**config.mk**
```make
export PLATFORM = sky130hd
export DESIGN_NAME = cpu_bus_arbiter
export DESIGN_NICKNAME = d
export VERILOG_FILES = /design/src/rtl/cpu_bus_arbiter.sv
export SDC_FILE = /design/constraint.sdc
export NUM_CORES = 1
export LEC_CHECK = 0
export ABC_CLOCK_PERIOD_IN_PS = 1300
export CAP_MARGIN = 15
export CELL_PAD_IN_SITES_DETAIL_PLACEMENT = 1
export CELL_PAD_IN_SITES_GLOBAL_PLACEMENT = 2
export CORE_ASPECT_RATIO = 1.4
export CORE_MARGIN = 4
export CORE_UTILIZATION = 11
export DETAILED_ROUTE_END_ITERATION = 6
export GPL_ROUTABILITY_DRIVEN = 0
export PLACE_DENSITY = 0.88
export SLEW_MARGIN = 20
export SYNTH_ARGS = -nofsm -noshare
export SYNTH_HDL_FRONTEND = slang
export SYNTH_SLANG_ARGS = --single-unit
```
**constraint.sdc**
```tcl
create_clock -name clk_in -period 1.3 [get_ports clk_in]
set_clock_uncertainty 0.15 [all_clocks]
set_input_delay 0.13 -clock clk_in [delete_from_list [all_inputs] [get_ports clk_in]]
set_output_delay 0.13 -clock clk_in [all_outputs]
set_load 0.05 [all_outputs]
```
**src/rtl/cpu_bus_arbiter.sv**
```systemverilog
`default_nettype none
// ============================================================================
//  Module      : cpu_bus_arbiter
//  Description : Multi-master CPU bus arbiter with fixed-priority or
//                round-robin grant, one-hot region decode and an open-bus
//                read-data latch.
//  Revision    : 1.0 - initial release
// ============================================================================
module cpu_bus_arbiter #(
   parameter int NUM_MASTERS = 2,
   parameter int NUM_REGIONS = 3,
   parameter int AW          = 16,
   parameter int DW          = 8,
   parameter int ARB_MODE    = 0,
   parameter logic [NUM_REGIONS*AW-1:0] REGION_BASE = {16'h8000, 16'h2000, 16'h0000},
   parameter logic [NUM_REGIONS*AW-1:0] REGION_MASK = {16'h8000, 16'hE000, 16'hE000}
) (
   input  logic                      clk_in,
   input  logic                      rst_in,
   input  logic [NUM_MASTERS-1:0]    mst_req_in,
   input  logic [NUM_MASTERS*AW-1:0] mst_a_in,
   input  logic [NUM_MASTERS-1:0]    mst_r_nw_in,
   input  logic [NUM_MASTERS*DW-1:0] mst_d_in,
   output logic [NUM_MASTERS-1:0]    mst_gnt_out,
   output logic [DW-1:0]             rd_d_out,
   output logic [AW-1:0]             bus_a_out,
   output logic                      bus_r_nw_out,
   output logic [DW-1:0]             bus_d_out,
   output logic [NUM_REGIONS-1:0]    slv_sel_out,
   input  logic [NUM_REGIONS*DW-1:0] slv_d_in,
   output logic                      busy_out
);

   localparam int OW = $clog2(NUM_MASTERS);

   localparam logic [1:0] S_IDLE = 2'd0;
   localparam logic [1:0] S_OWN  = 2'd1;
   localparam logic [1:0] S_GAP  = 2'd2;

   logic [1:0]    r_state;
   logic [OW-1:0] r_owner;
   logic [OW-1:0] r_last_owner;
   logic          r_rd_hit;
   logic [DW-1:0] r_open_bus;

   logic          w_own;
   logic          w_win_found;
   logic [OW-1:0] w_winner;
   logic          w_owner_req;
   logic [AW-1:0] w_own_a;
   logic          w_own_r_nw;
   logic [DW-1:0] w_own_d;
   logic [NUM_REGIONS-1:0] w_sel;
   logic [DW-1:0] w_slv_or;

   assign w_own = (r_state == S_OWN);

   // Winner selection: either the lowest requesting index, or the first
   // requester found after the previous owner (round-robin).
   generate
      if (ARB_MODE == 0) begin : g_fixed
         always_comb begin
            w_winner    = '0;
            w_win_found = 1'b0;
            for (int i = NUM_MASTERS - 1; i >= 0; i--) begin
               if (mst_req_in[i]) begin
                  w_winner    = OW'(i);
                  w_win_found = 1'b1;
               end
            end
         end
      end else begin : g_rr
         always_comb begin
            int idx;
            w_winner    = '0;
            w_win_found = 1'b0;
            idx         = 0;
            // Walk backwards so the nearest candidate after last owner wins.
            for (int k = NUM_MASTERS; k >= 1; k--) begin
               idx = (int'(r_last_owner) + k) % NUM_MASTERS;
               if (mst_req_in[idx]) begin
                  w_winner    = OW'(idx);
                  w_win_found = 1'b1;
               end
            end
         end
      end
   endgenerate

   // Select the current owner's request, address, direction and write data.
   always_comb begin
      w_owner_req = 1'b0;
      w_own_a     = '0;
      w_own_r_nw  = 1'b1;
      w_own_d     = '0;
      for (int i = 0; i < NUM_MASTERS; i++) begin
         if (r_owner == OW'(i)) begin
            w_owner_req = mst_req_in[i];
            w_own_a     = mst_a_in[i*AW +: AW];
            w_own_r_nw  = mst_r_nw_in[i];
            w_own_d     = mst_d_in[i*DW +: DW];
         end
      end
   end

   // Bus outputs follow the owner only in OWN; otherwise the bus is parked.
   always_comb begin
      bus_a_out    = w_own ? w_own_a    : '0;
      bus_r_nw_out = w_own ? w_own_r_nw : 1'b1;
      bus_d_out    = w_own ? w_own_d    : '0;
      busy_out     = w_own;
      mst_gnt_out  = '0;
      for (int i = 0; i < NUM_MASTERS; i++) begin
         mst_gnt_out[i] = w_own && (r_owner == OW'(i));
      end
   end

   // Region decode: descending scan so the lowest matching region wins.
   always_comb begin
      w_sel = '0;
      for (int i = NUM_REGIONS - 1; i >= 0; i--) begin
         if ((bus_a_out & REGION_MASK[i*AW +: AW]) == REGION_BASE[i*AW +: AW]) begin
            w_sel    = '0;
            w_sel[i] = 1'b1;
         end
      end
      slv_sel_out = w_own ? w_sel : '0;
   end

   // Unselected slaves drive zero, so a plain OR recovers the read data.
   always_comb begin
      w_slv_or = '0;
      for (int i = 0; i < NUM_REGIONS; i++) begin
         w_slv_or = w_slv_or | slv_d_in[i*DW +: DW];
      end
      rd_d_out = r_rd_hit ? w_slv_or : r_open_bus;
   end

   // Ownership state machine, round-robin history and read-return tracking.
   always_ff @(posedge clk_in) begin
      if (rst_in) begin
         r_state      <= S_IDLE;
         r_owner      <= '0;
         r_last_owner <= OW'(NUM_MASTERS - 1);
         r_rd_hit     <= 1'b0;
         r_open_bus   <= '0;
      end else begin
         r_rd_hit <= w_own && bus_r_nw_out && (|slv_sel_out);
         if (r_rd_hit) begin
            r_open_bus <= w_slv_or;
         end
         case (r_state)
            S_IDLE: begin
               if (w_win_found) begin
                  r_state      <= S_OWN;
                  r_owner      <= w_winner;
                  r_last_owner <= w_winner;
               end
            end
            S_OWN: begin
               if (!w_owner_req) begin
                  r_state <= S_GAP;
               end
            end
            S_GAP: begin
               if (w_win_found) begin
                  r_state      <= S_OWN;
                  r_owner      <= w_winner;
                  r_last_owner <= w_winner;
               end else begin
                  r_state <= S_IDLE;
               end
            end
            default: r_state <= S_IDLE;
         endcase
      end
   end

endmodule
`default_nettype wire
```
==> results.md, run 1 <==
- Status: complete, but fails checks
- Failing checks: setup timing
- Pwr Total: 2.88 mW
- Endpoints failing setup: 42
- Area growth, synth to finish: 298%
- Slew margin rel.: 75.6%
- Min-Delay Path Class: flip-flop to flip-flop
- WHS Path Cells: 2
- Clk_lat worst skew: 0.24 ns
- Io pins: 117
- Htree depth: 1
- Reg-to-Reg End: r_state[0]$_SDFFE_PP0P_
- Synth Area per Inst: 7.68 µm²
- Worst r2r path cells: 7
- Die W: 86.9 µm
- Vias per inst: 3.97
- Total Die Area: 10300 µm²
- Area of the core: 8560 µm²
- DRT antenna net count: 0
- Hold_sp: r_state[1]$_SDFFE_PP0P_
- Mapped Cells: 125
- Clock sinks: 12
- Post-Syn Nets: 203
- Hold EP: r_state[0]$_SDFFE_PP0P_
- WL/cell: 15.4 µm
- Initial antenna violation count: 0
- Post-synthesis cell type count: 21
- Vias in the first global route: 1658
- Non-Filler Instances: 377
- Power per cell area: 756 nW/µm²
- Die Ht: 119 µm
- Total GRT Usage: 10.8%
- Max Fclk: 0.590 GHz
- Placed cell areas: 3000 µm²
- Detailed Routing Iterations Pass 1: 4
- Area of the multi-input gates: 1350 µm²
- RSZ-0062 raised after global routing: yes
- EDFF count, synth: 0
- Clk buf depth: 2
- Antenna cells: 0
- Post-synth top flop: dfxtp_1
- Place WS: -0.232 ns
- Yosys reg bits: 12
- Design Area, Final: 3820 µm²
- Share of cells above drive strength 1: 61.0%
- CP Class: flip-flop to output pin
- Hold_buf cts: 0
- 1st-iter DRT viols: 15
- GRT overflow: 0
- Placed cell count: 351
- Final WS setup: -0.394 ns
- Maximum vdd drop: 0.556 mV
- Fin. Hold Viols: 0
- Port-buffer cells: 116
- Max-slew violation count: 0
- Crit Reg-Reg Startpoint: r_owner$_SDFFE_PP0P_
- Critical path startpoint: r_owner$_SDFFE_PP0P_
- Minimum clock period: 1.69 ns
- Largest area contributor in the netlist: mux2i_1
- Top-area cell type share of the netlist area: 26.1%
- Layout filler cell count: 872
- Max_cap viols: 0
- Leak pwr: 1.33 nW
- Largest net degree at the start of global routing: 14
- Async S/R FF share, synth: 0%
- Synth Cell Area: 960 µm²
- Crit Path Max Fanout: 6
- Top-count cell post-synth: nor2_1
- CTS tree: built
- Number of remaining DRC errors: 0
- Vias: 1495
- TritonCTS Buffers: 3
- YS warnings: 0
- Data required time of the critical path: 1.02 ns
- Crit start category: flip-flop
- # rows: 40
- Most instantiated cells after synthesis: nor2_1 (38), mux2i_1 (25), dfxtp_1 (12), a21oi_1 (10), nor3_1 (9)
- Sequential share of the synthesized area: 25.0%
- Worst-Margin Slew: 0.363 ns
- Hpwl dp: 4240 µm
- Post-Route WL: 5820 µm
- R2r setup slk: -0.13 ns
- Worst-path clk slew: 0.05 ns
- CP arrival: 1.41 ns
- First-pass GRT wire length: 8680 µm
- Initial core utilization: 11.2%
- Synth top area cells: mux2i_1 (26%), dfxtp_1 (25%), nor2_1 (15%)
- WHS: 0.372 ns
- Root Driver: clkbuf_16
- CP endpoint kind: output pin
- Register area: 249 µm²
- # nets final: 351
- Final Cycle Share: 130%
-- layer usage --
| metal | global-route usage (%) | vias to the layer above | wire (µm) | share of wire [%] |
|---|---|---|---|---|
| met5 | 0 | - | 0 | 0 |
| met4 | 2.34 | 0 | 30 | 0.52 |
| met3 | 3.21 | 2 | 610 | 10 |
| met2 | 21.4 | 80 | 3360 | 58 |
| met1 | 10.6 | 696 | 1830 | 31 |
| li1 | - | 717 | - | - |
-- metrics by stage --
step / util, % / TNS (ns)
3_3_place_gp: 35.1 / -5.35
2_1_floorplan: - / -1.60
3_5_place_dp: 35.1 / -6.48
4_1_cts: 42.8 / -12.10
5_1_grt: 44.6 / -13.83
6_report: 44.6 / -11.56
-- sequential cells by signal (all words and copies together) (netlist names) --
register / count
r_rd_hit: 1
r_state: 2
r_open_bus: 8
r_owner: 1
-- power by group --
| part | switching (mW) | internal (mW) |
|---|---|---|
| Sequential | 0.0200 | 0.389 |
| Clock | 0.172 | 0.466 |
| Combinational | 0.857 | 0.981 |
-- placed cells by master, fill, tap and decap left out, types with 4 or more instances in the layout --
cell and count:
clkdlybuf4s50_1 77, buf_12 40, nor2_4 34, mux2i_4 24, buf_4 13, buf_6 13
a21oi_4 9, dfxtp_1 9, nor2b_1 8, buf_8 6, nor3_2 5, nor3_1 4
-- repair_timing --
item,4_1_cts,5_1_grt
resized for setup,77,28
setup endpoints to repair,40,43
pin swaps,18,6
buffers inserted,15,6
gates cloned,3,0
-- logic make-up after synthesis --
kind of cell / Yosys count / synth area share [%]
AND/OR/NAND/NOR: 63 / 30.1
multiplexers: 25 / 26.1
AO/OA/AOI/OAI: 13 / 8.34
flip-flops: 12 / 25.0
buffers and inverters: 12 / 10.4
-- how the worst max path moves through the flow --
stage	slack, ns	endpoint	cells past startpoint
global route	-0.45	slv_sel_out[1]	5
global placement	-0.18	slv_sel_out[1]	5
detailed placement	-0.23	slv_sel_out[1]	5
finish	-0.39	slv_sel_out[0]	5
floorplan	-0.23	slv_sel_out[0]	4
CTS	-0.41	bus_a_out[15]	5
-- final cells by class --
class	instances	share of cell area [%]
well taps	105	3.44
flip-flops and latches	12	6.52
inverters	3	0.393
clock buffers	4	2.33
multi-input cells	101	35.2
repair buffers	152	52.1
-- critical path, stage by stage, from the launching register on --
cell	delay (ns)
dfxtp_4	0.39
buf_12	0.13
mux2i_4	0.26
nand3_4	0.12
nor2_4	0.13
buf_12	0.15
Note: power is estimated with default switching activity, not from simulation.
==> run 2: changes to the inputs <==
--- a/config.mk
+++ b/config.mk
@@ -11,10 +11,11 @@
 export CELL_PAD_IN_SITES_GLOBAL_PLACEMENT = 2
 export CORE_ASPECT_RATIO = 1.4
 export CORE_MARGIN = 4
-export CORE_UTILIZATION = 11
+export CORE_UTILIZATION = 12
+export CTS_BUF_LIST = sky130_fd_sc_hd__clkbuf_8
 export DETAILED_ROUTE_END_ITERATION = 6
 export GPL_ROUTABILITY_DRIVEN = 0
-export PLACE_DENSITY = 0.88
+export PLACE_DENSITY = 0.94
 export SLEW_MARGIN = 20
 export SYNTH_ARGS = -nofsm -noshare
 export SYNTH_HDL_FRONTEND = slang
==> constraint.sdc (replaced) <==
create_clock -name clk_in -period 1.3 [get_ports clk_in]
set_clock_uncertainty 0.15 [all_clocks]
set_input_delay 0.26 -clock clk_in [delete_from_list [all_inputs] [get_ports clk_in]]
set_output_delay 0.26 -clock clk_in [all_outputs]
set_load 0.05 [all_outputs]
==> run 2 against run 1 <==
Compared with the run above: the flow still finishes with violations (setup timing); first-iteration DRC count grew 27%; flip-flop and latch count stayed put; critical path depth unchanged; power shrank 12%; non-clock buffer count shrank 14; clock-buffer cell count did not move; register-to-register slack gained 0.09 ns; combinational power down 6%; cell count is 5.0% lower; sequential power hardly changed; core utilization is 1.0 points higher; wire length is 1.9% higher.
==> results.md, run 2 (synthesized netlist as in run 1, its figures left out) <==
- Switching Power: 1.00 mW
- WL/cell: 16.6 µm
- Fin. Hold Viols: 0
- Endpoints failing setup: 41
- Critical path startpoint: r_owner$_SDFFE_PP0P_
- Worst-path clk slew: 0.05 ns
- Max_cap viols: 0
- RSZ-0062 raised after global routing: yes
- Detailed Routing Iterations Pass 1: 4
- Min-Delay Path Class: flip-flop to flip-flop
- Initial core utilization: 12.3%
- Number of remaining DRC errors: 0
- CP most frequent cell: buf_12
- Crit start category: flip-flop
- Commonest cells after routing, fill and taps aside: clkdlybuf4s50_1 (56), buf_12 (39), nor2_4 (35)
- Non-Filler Instances: 358
- Flop pwr share: 16.1%
- Die W: 83.6 µm
- Clock Power Share: 15.9%
- Total Die Area: 9510 µm²
- Area of the core: 7800 µm²
- Max-slew violation count: 0
- Int Pwr: 1.54 mW
- WHS: 0.353 ns
- CP Class: flip-flop to output pin
- Final Cycle Share: 139%
- Antenna cells: 0
- Crit Reg-Reg Startpoint: r_owner$_SDFFE_PP0P_
- Most flops, register: r_open_bus
- Commonest non-fill, non-tap cell in the layout: clkdlybuf4s50_1
- Minimum clock period: 1.81 ns
- Max Fclk: 0.552 GHz
- Hpwl dp: 4500 µm
- Placed cell count: 350
- Power per cell area: 713 nW/µm²
- First-pass GRT wire length: 8270 µm
- CP endpoint kind: output pin
- Vias in the first global route: 1639
- Critical-path top delay cell: dfxtp_4
- Worst-Margin Slew: 0.236 ns
- Slew margin rel.: 83.9%
- Total GRT Usage: 11.0%
- R2r setup slk: -0.04 ns
- Place WS: -0.498 ns
- 1st-iter DRT viols: 19
- Clk buf depth: 2
- Largest register FFs: 8
- CP peak stage delay: 0.36 ns
- Failing checks: setup timing
- Clock sinks: 12
- GRT overflow: 0
- Data required time of the critical path: 0.89 ns
- Root Driver: clkbuf_8
- Biggest regs: r_open_bus: 8 flops, r_state: 2 flops
- CP arrival: 1.40 ns
- CTS tree: built
- Share of cells above drive strength 1: 60.1%
- Crit Path Max Fanout: 6
- Status: complete, but fails checks
- Largest net degree at the start of global routing: 16
- Vias: 1464
- Utilization after layout: 45.6%
- TritonCTS Buffers: 3
- Initial antenna violation count: 0
- Hold_sp: r_state[1]$_SDFFE_PP0P_
- Leak pwr: 1.25 nW
- Sw Share: 39.4%
- Clk_lat worst skew: 0.24 ns
- # nets final: 337
- Maximum vdd drop: 0.404 mV
- # rows: 38
- Io pins: 117
- Htree depth: 1
- Post-Route WL: 5940 µm
- Final WS setup: -0.513 ns
- Die Ht: 114 µm
- Port-buffer cells: 116
- Vias per inst: 4.09
- Area growth, synth to finish: 271%
- Part of the power in combinational logic: 68.0%
- DRT antenna net count: 0
- Hold_buf cts: 0
- Crit-path cells: buf_4 > buf_12 > mux2i_4 > nor2_4 > buf_12
## run 2: cell types whose count changed in the layout (fill, tap and decap cells not counted), sizes merged
cell	change
clkdlybuf4s50	-21
dlygate4sd2	+20
buf	-15
clkbuf	+1
dlymetal6s2s	+1
## run 2: cell type report
class,instances,area (µm²)
tap,100,125
sequential,12,250
fill,807,4240
multi-input combinational,101,1360
timing repair buffer,138,1760
inverter,3,15.0
clock buffer,4,55.1
## run 2: repair_timing
action                     CTS  global route
resized for setup           78            36
gates cloned                 0             1
setup endpoints to repair   41            41
setup buffers                0             4
pin swaps                   26             8
hold endpoints to repair     0             0
## run 2: metal layers
| layer | up-vias | GRT usage, % | share of wire [%] | wire length, µm |
|---|---|---|---|---|
| met5 | - | 0 | 0 | 0 |
| li1 | 688 | - | - | - |
| met3 | 4 | 4.12 | 11 | 639 |
| met1 | 677 | 11.1 | 34 | 2030 |
| met2 | 95 | 21.3 | 54 | 3230 |
| met4 | 0 | 2.25 | 0.66 | 39 |
## run 2: power by group through the flow
stage                     Clock [mW]  Sequential (mW)  Combinational, mW
after floorplan                    0            0.409              0.792
after global placement             0            0.418               1.46
after detailed placement           0            0.418               1.48
after CTS                      0.425            0.416               1.58
after global routing           0.443            0.409               1.80
final                          0.403            0.407               1.73
## run 2: critical path: cells and delay by family, from the launching register on
kind,cells,cell delay [ns]
buf+inv,3,0.46
simple gates,1,0.06
mux,1,0.27
flops,1,0.36
## run 2: worst paths after layout
kind | to | cells after the start
max reg2reg | r_state[0]$_SDFFE_PP0P_ | 5
min reg2reg | r_state[0]$_SDFFE_PP0P_ | 2
max | bus_a_out[1] | 5
min | r_state[0]$_SDFFE_PP0P_ | 2
## run 2: through the flow
| stage | power [mW] | TNS, ns | area, µm² |
|---|---|---|---|
| floorplan | 1.20 | -4.98 | 1380 |
| global placement | 1.88 | -12.50 | 3010 |
| detailed placement | 1.90 | -13.61 | 3010 |
| CTS | 2.42 | -17.20 | 3280 |
| global route | 2.65 | -18.14 | 3560 |
| finish | 2.54 | -15.85 | 3560 |
==> run 3: changes to the inputs <==
--- a/config.mk
+++ b/config.mk
@@ -5,17 +5,15 @@
 export SDC_FILE = /design/constraint.sdc
 export NUM_CORES = 1
 export LEC_CHECK = 0
-export ABC_CLOCK_PERIOD_IN_PS = 1300
-export CAP_MARGIN = 15
 export CELL_PAD_IN_SITES_DETAIL_PLACEMENT = 1
 export CELL_PAD_IN_SITES_GLOBAL_PLACEMENT = 2
 export CORE_ASPECT_RATIO = 1.4
 export CORE_MARGIN = 4
-export CORE_UTILIZATION = 12
+export CORE_UTILIZATION = 13
 export CTS_BUF_LIST = sky130_fd_sc_hd__clkbuf_8
 export DETAILED_ROUTE_END_ITERATION = 6
 export GPL_ROUTABILITY_DRIVEN = 0
-export PLACE_DENSITY = 0.94
+export PLACE_DENSITY = 0.95
 export SLEW_MARGIN = 20
 export SYNTH_ARGS = -nofsm -noshare
 export SYNTH_HDL_FRONTEND = slang
==> constraint.sdc (replaced) <==
create_clock -name clk_in -period 2.3 [get_ports clk_in]
set_clock_uncertainty 0.15 [all_clocks]
set_input_delay 0.46 -clock clk_in [delete_from_list [all_inputs] [get_ports clk_in]]
set_output_delay 0.46 -clock clk_in [all_outputs]
set_load 0.05 [all_outputs]
==> run 3 against run 2 <==
Compared with the run above: the flow now finishes without violations; sequential power is 43% lower; clock power fell by 42%; critical path depth did not move; die area down 7.1%; design area is 27% lower; core utilization down 8.7 points; via count is 10% lower; clock-buffer cell count unchanged; cell count shrank 6.4%; first-iteration DRC count up 63%; sequential share of layout area grew 2.2 points; non-clock buffer count decreased by 18; largest power group unchanged.
==> results.md, run 3 (synthesized netlist as in run 1, its figures left out) <==
- Worst-Margin Slew: 0.547 ns
- Htree depth: 1
- Number of remaining DRC errors: 0
- Fin Setup TNS: 0 ns
- Vias in the first global route: 1496
- WL/cell: 14.0 µm
- RSZ-0062 raised after global routing: no
- Largest register FFs: 8
- Hold EP: r_state[0]$_SDFFE_PP0P_
- Utilization after layout: 36.9%
- DRT antenna net count: 0
- Largest net degree at the start of global routing: 29
- Max Fclk: 0.456 GHz
- Maximum vdd drop: 0.187 mV
- Commonest cells after routing, fill and taps aside: clkdlybuf4s50_1 (77), buf_12 (37), nor2_1 (36)
- Worst r2r path cells: 3
- Area of the multi-input gates: 624 µm²
- Status: finished clean
- Power per cell area: 448 nW/µm²
- Area growth, synth to finish: 172%
- Most flops, register: r_open_bus
- Endpoints failing setup: 0
- 1st-iter DRT viols: 31
- Io pins: 117
- Die W: 80.6 µm
- Placed cell areas: 2550 µm²
- Clock sinks: 12
- Max-slew violation count: 0
- Layout filler cell count: 810
- Slew margin rel.: 63.5%
- CP arrival: 1.58 ns
- Share of cells above drive strength 1: 21.7%
- Port-buffer cells: 116
- Root Driver: clkbuf_8
- Post-CTS setup buffers: 0
- # rows: 36
- Post-Route WL: 4670 µm
- Fin. Hold Viols: 0
- Die Ht: 110 µm
- Placed cell count: 331
- Reg-to-Reg End: r_open_bus[3]$_SDFF_PP0_
- Biggest regs: r_open_bus: 8 flops, r_state: 2 flops
- Total GRT Usage: 10.0%
- Max_cap viols: 0
- Detailed Routing Iterations Pass 1: 4
- # nets final: 319
- WHS Path Cells: 2
- Pwr Total: 1.17 mW
- Worst-path clk slew: 0.06 ns
- Leak pwr: 1.00 nW
- Commonest non-fill, non-tap cell in the layout: clkdlybuf4s50_1
- Hpwl dp: 4060 µm
- TritonCTS Buffers: 3
- Design Area, Final: 2610 µm²
- Data required time of the critical path: 1.69 ns
- CP Class: input pin to output pin
- Non-Filler Instances: 335
- Vias per inst: 3.92
- Minimum clock period: 2.19 ns
- Vias: 1314
- First-pass GRT wire length: 6940 µm
- R2r setup slk: 0.85 ns
- Final Cycle Share: 95.4%
- CTS tree: built
- Crit start category: input pin
- Clk_lat worst skew: 0.24 ns
- Initial core utilization: 13.6%
- Final WS setup: 0.107 ns
- Hold_sp: r_state[1]$_SDFFE_PP0P_
- WHS: 0.358 ns
- GRT overflow: 0
- Clk buf depth: 2
- Crit Reg-Reg Startpoint: r_rd_hit$_SDFF_PP0_
- Area of the core: 7070 µm²
- Initial antenna violation count: 0
- Total Die Area: 8840 µm²
- Place WS: 0.0576 ns
- Min-Delay Path Class: flip-flop to flip-flop
- Antenna cells: 0
- CP endpoint kind: output pin
- Crit Path Max Fanout: 3
- Register area: 241 µm²
[run 3: per-layer routing]
metal | vias to the layer above | track usage (%) | wire length [µm]
met5 | - | 0 | 0
met4 | 0 | 3.02 | 65
met3 | 6 | 2.87 | 422
met2 | 67 | 20.8 | 2680
met1 | 594 | 9.01 | 1510
li1 | 647 | - | -
[run 3: critical path: stages]
cell and delay (ns):
clkdlybuf4s50_1 0.41, mux2i_1 0.27, inv_1 0.09, nor2_2 0.19, buf_12 0.16
[run 3: what timing repair did]
action                     in CTS  in global routing
hold buffers                    0                  0
gates resized for setup         0                  2
setup endpoints to repair       0                  1
[run 3: worst max path at each step]
stage,cells after the start,slack [ns],endpoint,startpoint
finish,5,0.11,slv_sel_out[0],mst_a_in[13]
CTS,5,0.06,slv_sel_out[0],mst_a_in[30]
floorplan,4,0.08,slv_sel_out[0],r_state[1]$_SDFFE_PP0P_
global route,5,0.03,slv_sel_out[0],mst_a_in[30]
global placement,5,0.15,slv_sel_out[0],mst_a_in[30]
detailed placement,5,0.06,slv_sel_out[0],mst_a_in[30]
[run 3: final cells by class]
class / count / share of cell area [%]
Timing Repair Buffer: 120 / 59.7
Sequential cell: 12 / 9.26
Inverter: 3 / 0.432
Clock buffer: 4 / 2.11
Multi-Input combinational cell: 101 / 23.9
Tap cell: 95 / 4.56
[run 3: power breakdown]
| part | total [mW] | switching (mW) | internal [mW] |
|---|---|---|---|
| Sequential | 0.230 | 0.0100 | 0.220 |
| Combinational | 0.706 | 0.342 | 0.364 |
| Clock | 0.232 | 0.0804 | 0.151 |
| Total | 1.17 | 0.432 | 0.735 |
